File: src/rtl/spi_master12_pkg.sv
// ============================================================================
//  Module      : spi_pkg
//  Description : Shared definitions for the 12-bit mode-0 SPI master:
//                FSM state encoding, default word length, mode-0 levels.
//  Revision    : 1.0 - initial release
// ============================================================================
`timescale 1ns/1ps
`default_nettype none

package spi_pkg;

    // Default word length of the link.
    localparam int c_data_w_default = 12;

    // Mode 0: SCK idles low, chip select is active low.
    localparam logic c_sck_idle  = 1'b0;
    localparam logic c_cs_active = 1'b0;

    // Frame sequencer states.
    typedef enum logic [2:0] {
        ST_IDLE  = 3'd0,
        ST_SETUP = 3'd1,
        ST_XFER  = 3'd2,
        ST_HOLD  = 3'd3,
        ST_GAP   = 3'd4
    } spi_state_t;

endpackage

`default_nettype wire

File: src/rtl/spi_master12_if.sv
// ============================================================================
//  Module      : spi_master12_if
//  Description : Controller handshake plus SPI pins of the SPI master.
//                Optional macro SPI_LOOPBACK_EN adds the loopback select.
//  Revision    : 1.0 - initial release
// ============================================================================
`timescale 1ns/1ps
`default_nettype none

interface spi_master12_if
    import spi_pkg::*;
#(
    parameter int DATA_W = c_data_w_default
);
    logic              start;
    logic [DATA_W-1:0] tx_data;
    logic [DATA_W-1:0] rx_data;
    logic              busy;
    logic              done;
    logic              sck;
    logic              cs;
    logic              simo;
    logic              somi;
`ifdef SPI_LOOPBACK_EN
    logic              loopback;
`endif

    // The SPI master itself.
    modport master (
`ifdef SPI_LOOPBACK_EN
        input  loopback,
`endif
        input  start, tx_data, somi,
        output rx_data, busy, done, sck, cs, simo
    );

    // The far side: local controller plus the remote SPI slave.
    modport slave (
`ifdef SPI_LOOPBACK_EN
        output loopback,
`endif
        output start, tx_data, somi,
        input  rx_data, busy, done, sck, cs, simo
    );

endinterface

`default_nettype wire

File: src/rtl/spi_master12_clk_div.sv
// ============================================================================
//  Module      : spi_clk_div
//  Description : Emits a one-cycle tick every CLK_DIV cycles while enabled;
//                the count restarts from zero whenever the enable drops.
//  Revision    : 1.0 - initial release
// ============================================================================
`timescale 1ns/1ps
`default_nettype none

module spi_clk_div #(
    parameter int CLK_DIV = 2
) (
    input  wire logic clk,
    input  wire logic rst,
    input  wire logic en,
    output logic      tick
);

    localparam int c_cnt_w = (CLK_DIV > 1) ? $clog2(CLK_DIV) : 1;
    localparam logic [c_cnt_w-1:0] c_cnt_max = c_cnt_w'(CLK_DIV - 1);

    logic [c_cnt_w-1:0] r_cnt;

    // Free-running divide counter, held at zero while disabled.
    always_ff @(posedge clk) begin
        if (rst || !en) begin
            r_cnt <= '0;
        end else if (r_cnt == c_cnt_max) begin
            r_cnt <= '0;
        end else begin
            r_cnt <= r_cnt + 1'b1;
        end
    end

    assign tick = en && (r_cnt == c_cnt_max);

endmodule

`default_nettype wire

File: src/rtl/spi_master12.sv
// ============================================================================
//  Module      : spi_master12
//  Description : Mode-0 SPI master. Sends one DATA_W-bit word MSB first on
//                SIMO while collecting one word from SOMI, framed by CS.
//                Optional macro SPI_LOOPBACK_EN: LOOPBACK=1 feeds the
//                receive path from the internal SIMO value.
//  Revision    : 1.0 - initial release
// ============================================================================
`timescale 1ns/1ps
`default_nettype none

module spi_master12
    import spi_pkg::*;
#(
    parameter int DATA_W  = c_data_w_default,
    parameter int CLK_DIV = 2
) (
    input  wire logic      clk,
    input  wire logic      rst,
    spi_master12_if.master bus
);

    localparam int c_half_w = $clog2(2 * DATA_W);
    localparam logic [c_half_w-1:0] c_half_last = c_half_w'(2 * DATA_W - 1);

    spi_state_t r_state, w_state_nxt;

    // Transmit shifter holds only the bits still to be sent after the MSB.
    logic [DATA_W-2:0]   r_tx_sr,   w_tx_sr_nxt;
    logic [DATA_W-1:0]   r_rx_sr,   w_rx_sr_nxt;
    logic [DATA_W-1:0]   r_rx_data, w_rx_data_nxt;
    logic [c_half_w-1:0] r_half,    w_half_nxt;
    logic                r_sck,     w_sck_nxt;
    logic                r_cs,      w_cs_nxt;
    logic                r_simo,    w_simo_nxt;
    logic                r_busy,    w_busy_nxt;
    logic                r_done,    w_done_nxt;
    logic                w_tick;
    logic                w_rx_bit;

    // Divider runs for the whole frame so every phase lasts CLK_DIV cycles.
    spi_clk_div #(
        .CLK_DIV (CLK_DIV)
    ) u_clk_div (
        .clk  (clk),
        .rst  (rst),
        .en   (r_state != ST_IDLE),
        .tick (w_tick)
    );

`ifdef SPI_LOOPBACK_EN
    logic r_lb, w_lb_nxt;

    // Loopback select is frozen for the frame at acceptance time.
    always_ff @(posedge clk) begin
        if (rst) begin
            r_lb <= 1'b0;
        end else begin
            r_lb <= w_lb_nxt;
        end
    end

    assign w_lb_nxt = (r_state == ST_IDLE && bus.start) ? bus.loopback : r_lb;
    assign w_rx_bit = r_lb ? r_simo : bus.somi;
`else
    assign w_rx_bit = bus.somi;
`endif

    // State register.
    always_ff @(posedge clk) begin
        if (rst) begin
            r_state <= ST_IDLE;
        end else begin
            r_state <= w_state_nxt;
        end
    end

    // Next-state and datapath decode for the frame sequencer.
    always_comb begin
        w_state_nxt   = r_state;
        w_tx_sr_nxt   = r_tx_sr;
        w_rx_sr_nxt   = r_rx_sr;
        w_rx_data_nxt = r_rx_data;
        w_half_nxt    = r_half;
        w_sck_nxt     = r_sck;
        w_cs_nxt      = r_cs;
        w_simo_nxt    = r_simo;
        w_busy_nxt    = r_busy;
        w_done_nxt    = 1'b0;

        case (r_state)
            ST_IDLE: begin
                if (bus.start) begin
                    w_tx_sr_nxt = bus.tx_data[DATA_W-2:0];
                    w_simo_nxt  = bus.tx_data[DATA_W-1];
                    w_rx_sr_nxt = '0;
                    w_half_nxt  = '0;
                    w_cs_nxt    = c_cs_active;
                    w_busy_nxt  = 1'b1;
                    w_state_nxt = ST_SETUP;
                end
            end
            ST_SETUP: begin
                if (w_tick) begin
                    w_state_nxt = ST_XFER;
                end
            end
            ST_XFER: begin
                if (w_tick) begin
                    w_sck_nxt  = ~r_sck;
                    w_half_nxt = r_half + 1'b1;
                    if (r_sck == c_sck_idle) begin
                        // Rising edge: capture the slave's bit.
                        w_rx_sr_nxt = {r_rx_sr[DATA_W-2:0], w_rx_bit};
                    end else if (r_half == c_half_last) begin
                        // Final falling edge: SIMO keeps the LSB into HOLD.
                        w_half_nxt  = '0;
                        w_state_nxt = ST_HOLD;
                    end else begin
                        // Falling edge: present the next bit.
                        w_simo_nxt  = r_tx_sr[DATA_W-2];
                        w_tx_sr_nxt = r_tx_sr << 1;
                    end
                end
            end
            ST_HOLD: begin
                if (w_tick) begin
                    w_cs_nxt      = ~c_cs_active;
                    w_simo_nxt    = 1'b0;
                    w_rx_data_nxt = r_rx_sr;
                    w_done_nxt    = 1'b1;
                    w_state_nxt   = ST_GAP;
                end
            end
            ST_GAP: begin
                if (w_tick) begin
                    w_busy_nxt  = 1'b0;
                    w_state_nxt = ST_IDLE;
                end
            end
            default: begin
                w_state_nxt = ST_IDLE;
            end
        endcase
    end

    // Datapath and pin registers; reset discards any partial frame.
    always_ff @(posedge clk) begin
        if (rst) begin
            r_tx_sr   <= '0;
            r_rx_sr   <= '0;
            r_rx_data <= '0;
            r_half    <= '0;
            r_sck     <= c_sck_idle;
            r_cs      <= ~c_cs_active;
            r_simo    <= 1'b0;
            r_busy    <= 1'b0;
            r_done    <= 1'b0;
        end else begin
            r_tx_sr   <= w_tx_sr_nxt;
            r_rx_sr   <= w_rx_sr_nxt;
            r_rx_data <= w_rx_data_nxt;
            r_half    <= w_half_nxt;
            r_sck     <= w_sck_nxt;
            r_cs      <= w_cs_nxt;
            r_simo    <= w_simo_nxt;
            r_busy    <= w_busy_nxt;
            r_done    <= w_done_nxt;
        end
    end

    assign bus.rx_data = r_rx_data;
    assign bus.busy    = r_busy;
    assign bus.done    = r_done;
    assign bus.sck     = r_sck;
    assign bus.cs      = r_cs;
    assign bus.simo    = r_simo;

endmodule

`default_nettype wire

File: src/flat_wrapper.sv
// flat-port wrapper written by rule: the top's interface ports become plain ports
module spi_master12_flat import spi_pkg::*;
#(
    parameter int DATA_W  = c_data_w_default,
    parameter int CLK_DIV = 2
)
  (clk, rst, bus_start, bus_tx_data, bus_somi, bus_rx_data, bus_busy, bus_done, bus_sck, bus_cs, bus_simo);
  spi_master12_if #(.DATA_W(DATA_W)) bus_i ();
  input  wire logic clk;
  input  wire logic rst;
  input wire logic [$bits(bus_i.start)-1:0] bus_start;
  input wire logic [$bits(bus_i.tx_data)-1:0] bus_tx_data;
  input wire logic [$bits(bus_i.somi)-1:0] bus_somi;
  output wire logic [$bits(bus_i.rx_data)-1:0] bus_rx_data;
  output wire logic [$bits(bus_i.busy)-1:0] bus_busy;
  output wire logic [$bits(bus_i.done)-1:0] bus_done;
  output wire logic [$bits(bus_i.sck)-1:0] bus_sck;
  output wire logic [$bits(bus_i.cs)-1:0] bus_cs;
  output wire logic [$bits(bus_i.simo)-1:0] bus_simo;
  assign bus_i.start = bus_start;
  assign bus_i.tx_data = bus_tx_data;
  assign bus_i.somi = bus_somi;
  assign bus_rx_data = bus_i.rx_data;
  assign bus_busy = bus_i.busy;
  assign bus_done = bus_i.done;
  assign bus_sck = bus_i.sck;
  assign bus_cs = bus_i.cs;
  assign bus_simo = bus_i.simo;
  spi_master12 #(.DATA_W(DATA_W), .CLK_DIV(CLK_DIV)) u_core (.clk(clk), .rst(rst), .bus(bus_i));
endmodule
File: config.mk
export PLATFORM = sky130hd
export DESIGN_NAME = spi_master12_flat
export DESIGN_NICKNAME = d
export VERILOG_FILES = /design/src/rtl/spi_master12_pkg.sv /design/src/rtl/spi_master12_if.sv /design/src/rtl/spi_master12_clk_div.sv /design/src/rtl/spi_master12.sv /design/src/flat_wrapper.sv
export SDC_FILE = /design/constraint.sdc
export NUM_CORES = 1
export LEC_CHECK = 0
export BUFFER_PORTS_ARGS = -buffer_cell sky130_fd_sc_hd__buf_2
export CAP_MARGIN = 20
export CORE_UTILIZATION = 40
export DETAILED_ROUTE_END_ITERATION = 10
export GPL_TIMING_DRIVEN = 0
export HOLD_SLACK_MARGIN = 0.06
export PLACE_DENSITY = 0.65
export SLEW_MARGIN = 20
export SYNTH_ARGS = -nofsm -noshare
export SYNTH_HDL_FRONTEND = slang
export SYNTH_SLANG_ARGS = --single-unit
File: constraint.sdc
create_clock -name clk -period 2.3 [get_ports clk]
set_input_delay 0.46 -clock clk [delete_from_list [all_inputs] [get_ports clk]]
set_output_delay 0.46 -clock clk [all_outputs]
set_load 0.03 [all_outputs]
==> summary.txt <==
STA
  • Max-slew violations: 0
  • Fin crit share: 0.737
  • Measured slew at the worst slew-check pin: 613 ps
  • Final Worst Setup Slack: 606 ps
  • Hold_ws: 397 ps
  • Final Setup Violations: 0
  • Fin crit period: 1690 ps
  • F_max: 590 MHz
  • RSZ-0062 raised after global routing: no
  • Final hold viol count: 0
  • Worst slew margin: 0.591
  • Setup Total Neg Slack: 0 ps
  • Worst Skew: 8.07 ps

Power and ir drop
  • Pleak: 0.989 nW
  • Peak supply drop: 0.289 mV
  • PD cells: 635 mW/mm²
  • Pwr Total: 1.63 mW

Setup path
  • Critical path arrival: 1920 ps
  • Crit Reg-Reg Startpoint: u_core.r_half[0]
  • Worst Path Required: 2530 ps
  • CP Capture Type: register
  • Reg2Reg Depth: 6
  • WS Path Type: register to register
  • CP Max Fanout: 10
  • R2R Path End: u_core.r_tx_sr[1]
  • Reg2Reg Setup Slack: 610 ps
  • CP startpoint kind: register
  • Worst setup path startpoint: u_core.r_half[0]

Synth
  • Top cell type's share of synthesized area: 0.442
  • Syn Inst Count: 242
  • Synth area leader: dfxtp_1
  • Area contributors post-synth: dfxtp_1 44%, mux2i_1 10%, a21oi_1 6.8%, a211oi_2 5.6%, nand2_1 4.9%
  • Mapped Nets: 259
  • Syn Std Cell Area: 0.00222 mm²
  • Seq/Total Area, Yosys: 0.442
  • Unique masters post-synth: 37
  • Post-Syn Area per Cell: 9.17 µm²
  • Flops & latches, synth: 49
  • Ys Warns: 0

Clock tree
  • Clk_lat worst skew: 310 ps
  • H-tree levels: 2
  • CTS Buf Count: 5
  • Sink Count: 49
  • Clock-pin slew on the worst setup and hold paths: 90 ps
  • Deepest clock path buffer count: 2
  • # Post-CTS Setup Buffers: 0
  • Cts repair resizes: 0
  • Hold-fix buffers, CTS: 0
  • CTS Root Cell: clkbuf_8
  • CTS tree: done

Route
  • Post-Route WL: 4.66 mm
  • Drt via density: 5.07
  • Routed len/inst: 13.3 µm
  • Iteration-0 DRC Markers: 54
  • First-pass DRT Iterations: 4
  • DR vias: 1779
  • DRC Markers: 0
  • ANT nets after route: 0

Place
  • RePlAce Congestion: 0.813
  • Post-place setup slack: 623 ps
  • Port Buf Inserts: 31
  • Hpwl dp: 3.33 mm

GRT
  • Initial antenna violation count: 0
  • Maximum number of pins on one net before global-route repair: 16
  • Total grt overflow: 0
  • Vias in the first global route: 1745
  • GRT Overall Usage: 0.174
  • First-pass GRT wire length: 8.06 mm

Cells and area
  • Share of cells above drive strength 1: 0.242
  • Number of diodes: 0
  • Commonest non-fill, non-tap cell in the layout: dfxtp_1
  • Layout fillers: 500
  • Area grow syn2layout: 15.3%
  • Most frequent cells in the layout: 49 x dfxtp_1, 40 x buf_2, 30 x a21oi_1
  • Nets: 297

Floorplan
  • Initial core utilization: 0.424
  • Die area: 0.00585 mm²
  • Core area: 0.00524 mm²
  • Cell Rows: 26
  • # IOs: 33
  • Die width: 76.5 µm
  • Die height: 76.5 µm

Hold path
  • Worst Hold Depth: 3
  • Worst hold endpoint: u_core.r_tx_sr[0]
  • Hold crit path type: primary input to register
  • Hold_sp: bus_tx_data[0]

Run status
  • Outcome: finished clean

Job
  • Max-cap viol count: 0
## sequential cells by signal, indices dropped and copies added (netlist names)
name and count:
u_core.bus.simo 1, u_core.bus.sck 1, u_core.bus.cs 1, u_core.bus.busy 1, u_core.r_tx_sr 11, u_core.u_clk_div.r_cnt 1
u_core.bus.done 1, u_core.r_rx_sr 12, u_core.r_state 3, u_core.r_half 5, u_core.bus.rx_data 12
## worst max-delay path, cell delays in order (launching register included)
cell	delay (ps)
dfxtp_1	340
ha_1	260
and4b_1	220
o21ai_1	230
buf_2	270
a21oi_1	110
a211oi_2	200
## synth_stat cells
| library cell | n |
|---|---|
| dfxtp_1 | 49 |
| a21oi_1 | 30 |
| nand2_1 | 29 |
| nor2_1 | 27 |
| mux2i_1 | 23 |
| and2_1 | 15 |
| a211oi_2 | 10 |
| buf_2 | 9 |
| nand3_1 | 5 |
| clkbuf_1 | 4 |
| nand3b_1 | 3 |
| nor2b_1 | 3 |
| nor3_1 | 3 |
| o21ai_0 | 3 |
| a311oi_1 | 2 |
| and4b_1 | 2 |
| buf_4 | 2 |
| buf_6 | 2 |
| nand2b_1 | 2 |
| nand4b_1 | 2 |
| a2111oi_0 | 1 |
| a21bo_2 | 1 |
| a21oi_4 | 1 |
| a311oi_2 | 1 |
| buf_1 | 1 |
| ha_1 | 1 |
| nand2b_2 | 1 |
| nand4_1 | 1 |
| nor3b_4 | 1 |
| nor4b_2 | 1 |
| o21a_1 | 1 |
| o21ai_1 | 1 |
| o22ai_1 | 1 |
| o311a_1 | 1 |
| or2_1 | 1 |
| xnor2_1 | 1 |
| xor2_1 | 1 |
## per-stage QoR
step                instance area (µm²)   util  std cells
global placement                   2460  0.470        343
floorplan                          2220      -        242
detailed placement                 2460  0.470        343
finish                             2560  0.489        351
CTS                                2560  0.489        351
global route                       2560  0.489        351
## worst max-delay path by stage
stage,endpoint,cells after the start
after floorplan,u_core.r_tx_sr[3],6
after global placement,u_core.r_tx_sr[7],6
after detailed placement,u_core.r_tx_sr[8],6
after CTS,u_core.r_tx_sr[8],6
after global routing,u_core.r_tx_sr[8],6
final,u_core.r_tx_sr[1],6
## layout make-up
cell class | instances | area (µm²) | share of cell area
Multi-Input combinational cell | 175 | 1140 | 0.444
Sequential cell | 49 | 981 | 0.383
Timing Repair Buffer | 31 | 155 | 0.0606
Buffer | 18 | 101 | 0.0396
Tap cell | 70 | 87.6 | 0.0342
Clock buffer | 6 | 82.6 | 0.0323
Clock inverter | 2 | 13.8 | 0.00538
## layer usage
metal | share of wire | GRT usage
met1 | 0.49 | 0.227
met2 | 0.45 | 0.279
met3 | 0.048 | 0.0419
met4 | 0.013 | 0.0596
met5 | 0 | 0
## logic make-up after synthesis
| group | Yosys count | share of synthesized area |
|---|---|---|
| xor gates and xnor gates | 2 | 0.00789 |
| muxes | 23 | 0.104 |
| adders and majority gates | 1 | 0.00564 |
| DFF | 49 | 0.442 |
| and+or+nand+nor | 96 | 0.221 |
| AOI/OAI and AO/OA | 53 | 0.174 |
| buffers and inverters | 18 | 0.0457 |
## where the power goes
group	total (mW)	switching [mW]	leakage, nW	internal, mW
Clock	0.535	0.291	0.0512	0.244
Combinational	0.201	0.118	0.540	0.0831
Sequential	0.889	0.0143	0.398	0.875
Note: power is estimated with default switching activity, not from simulation.
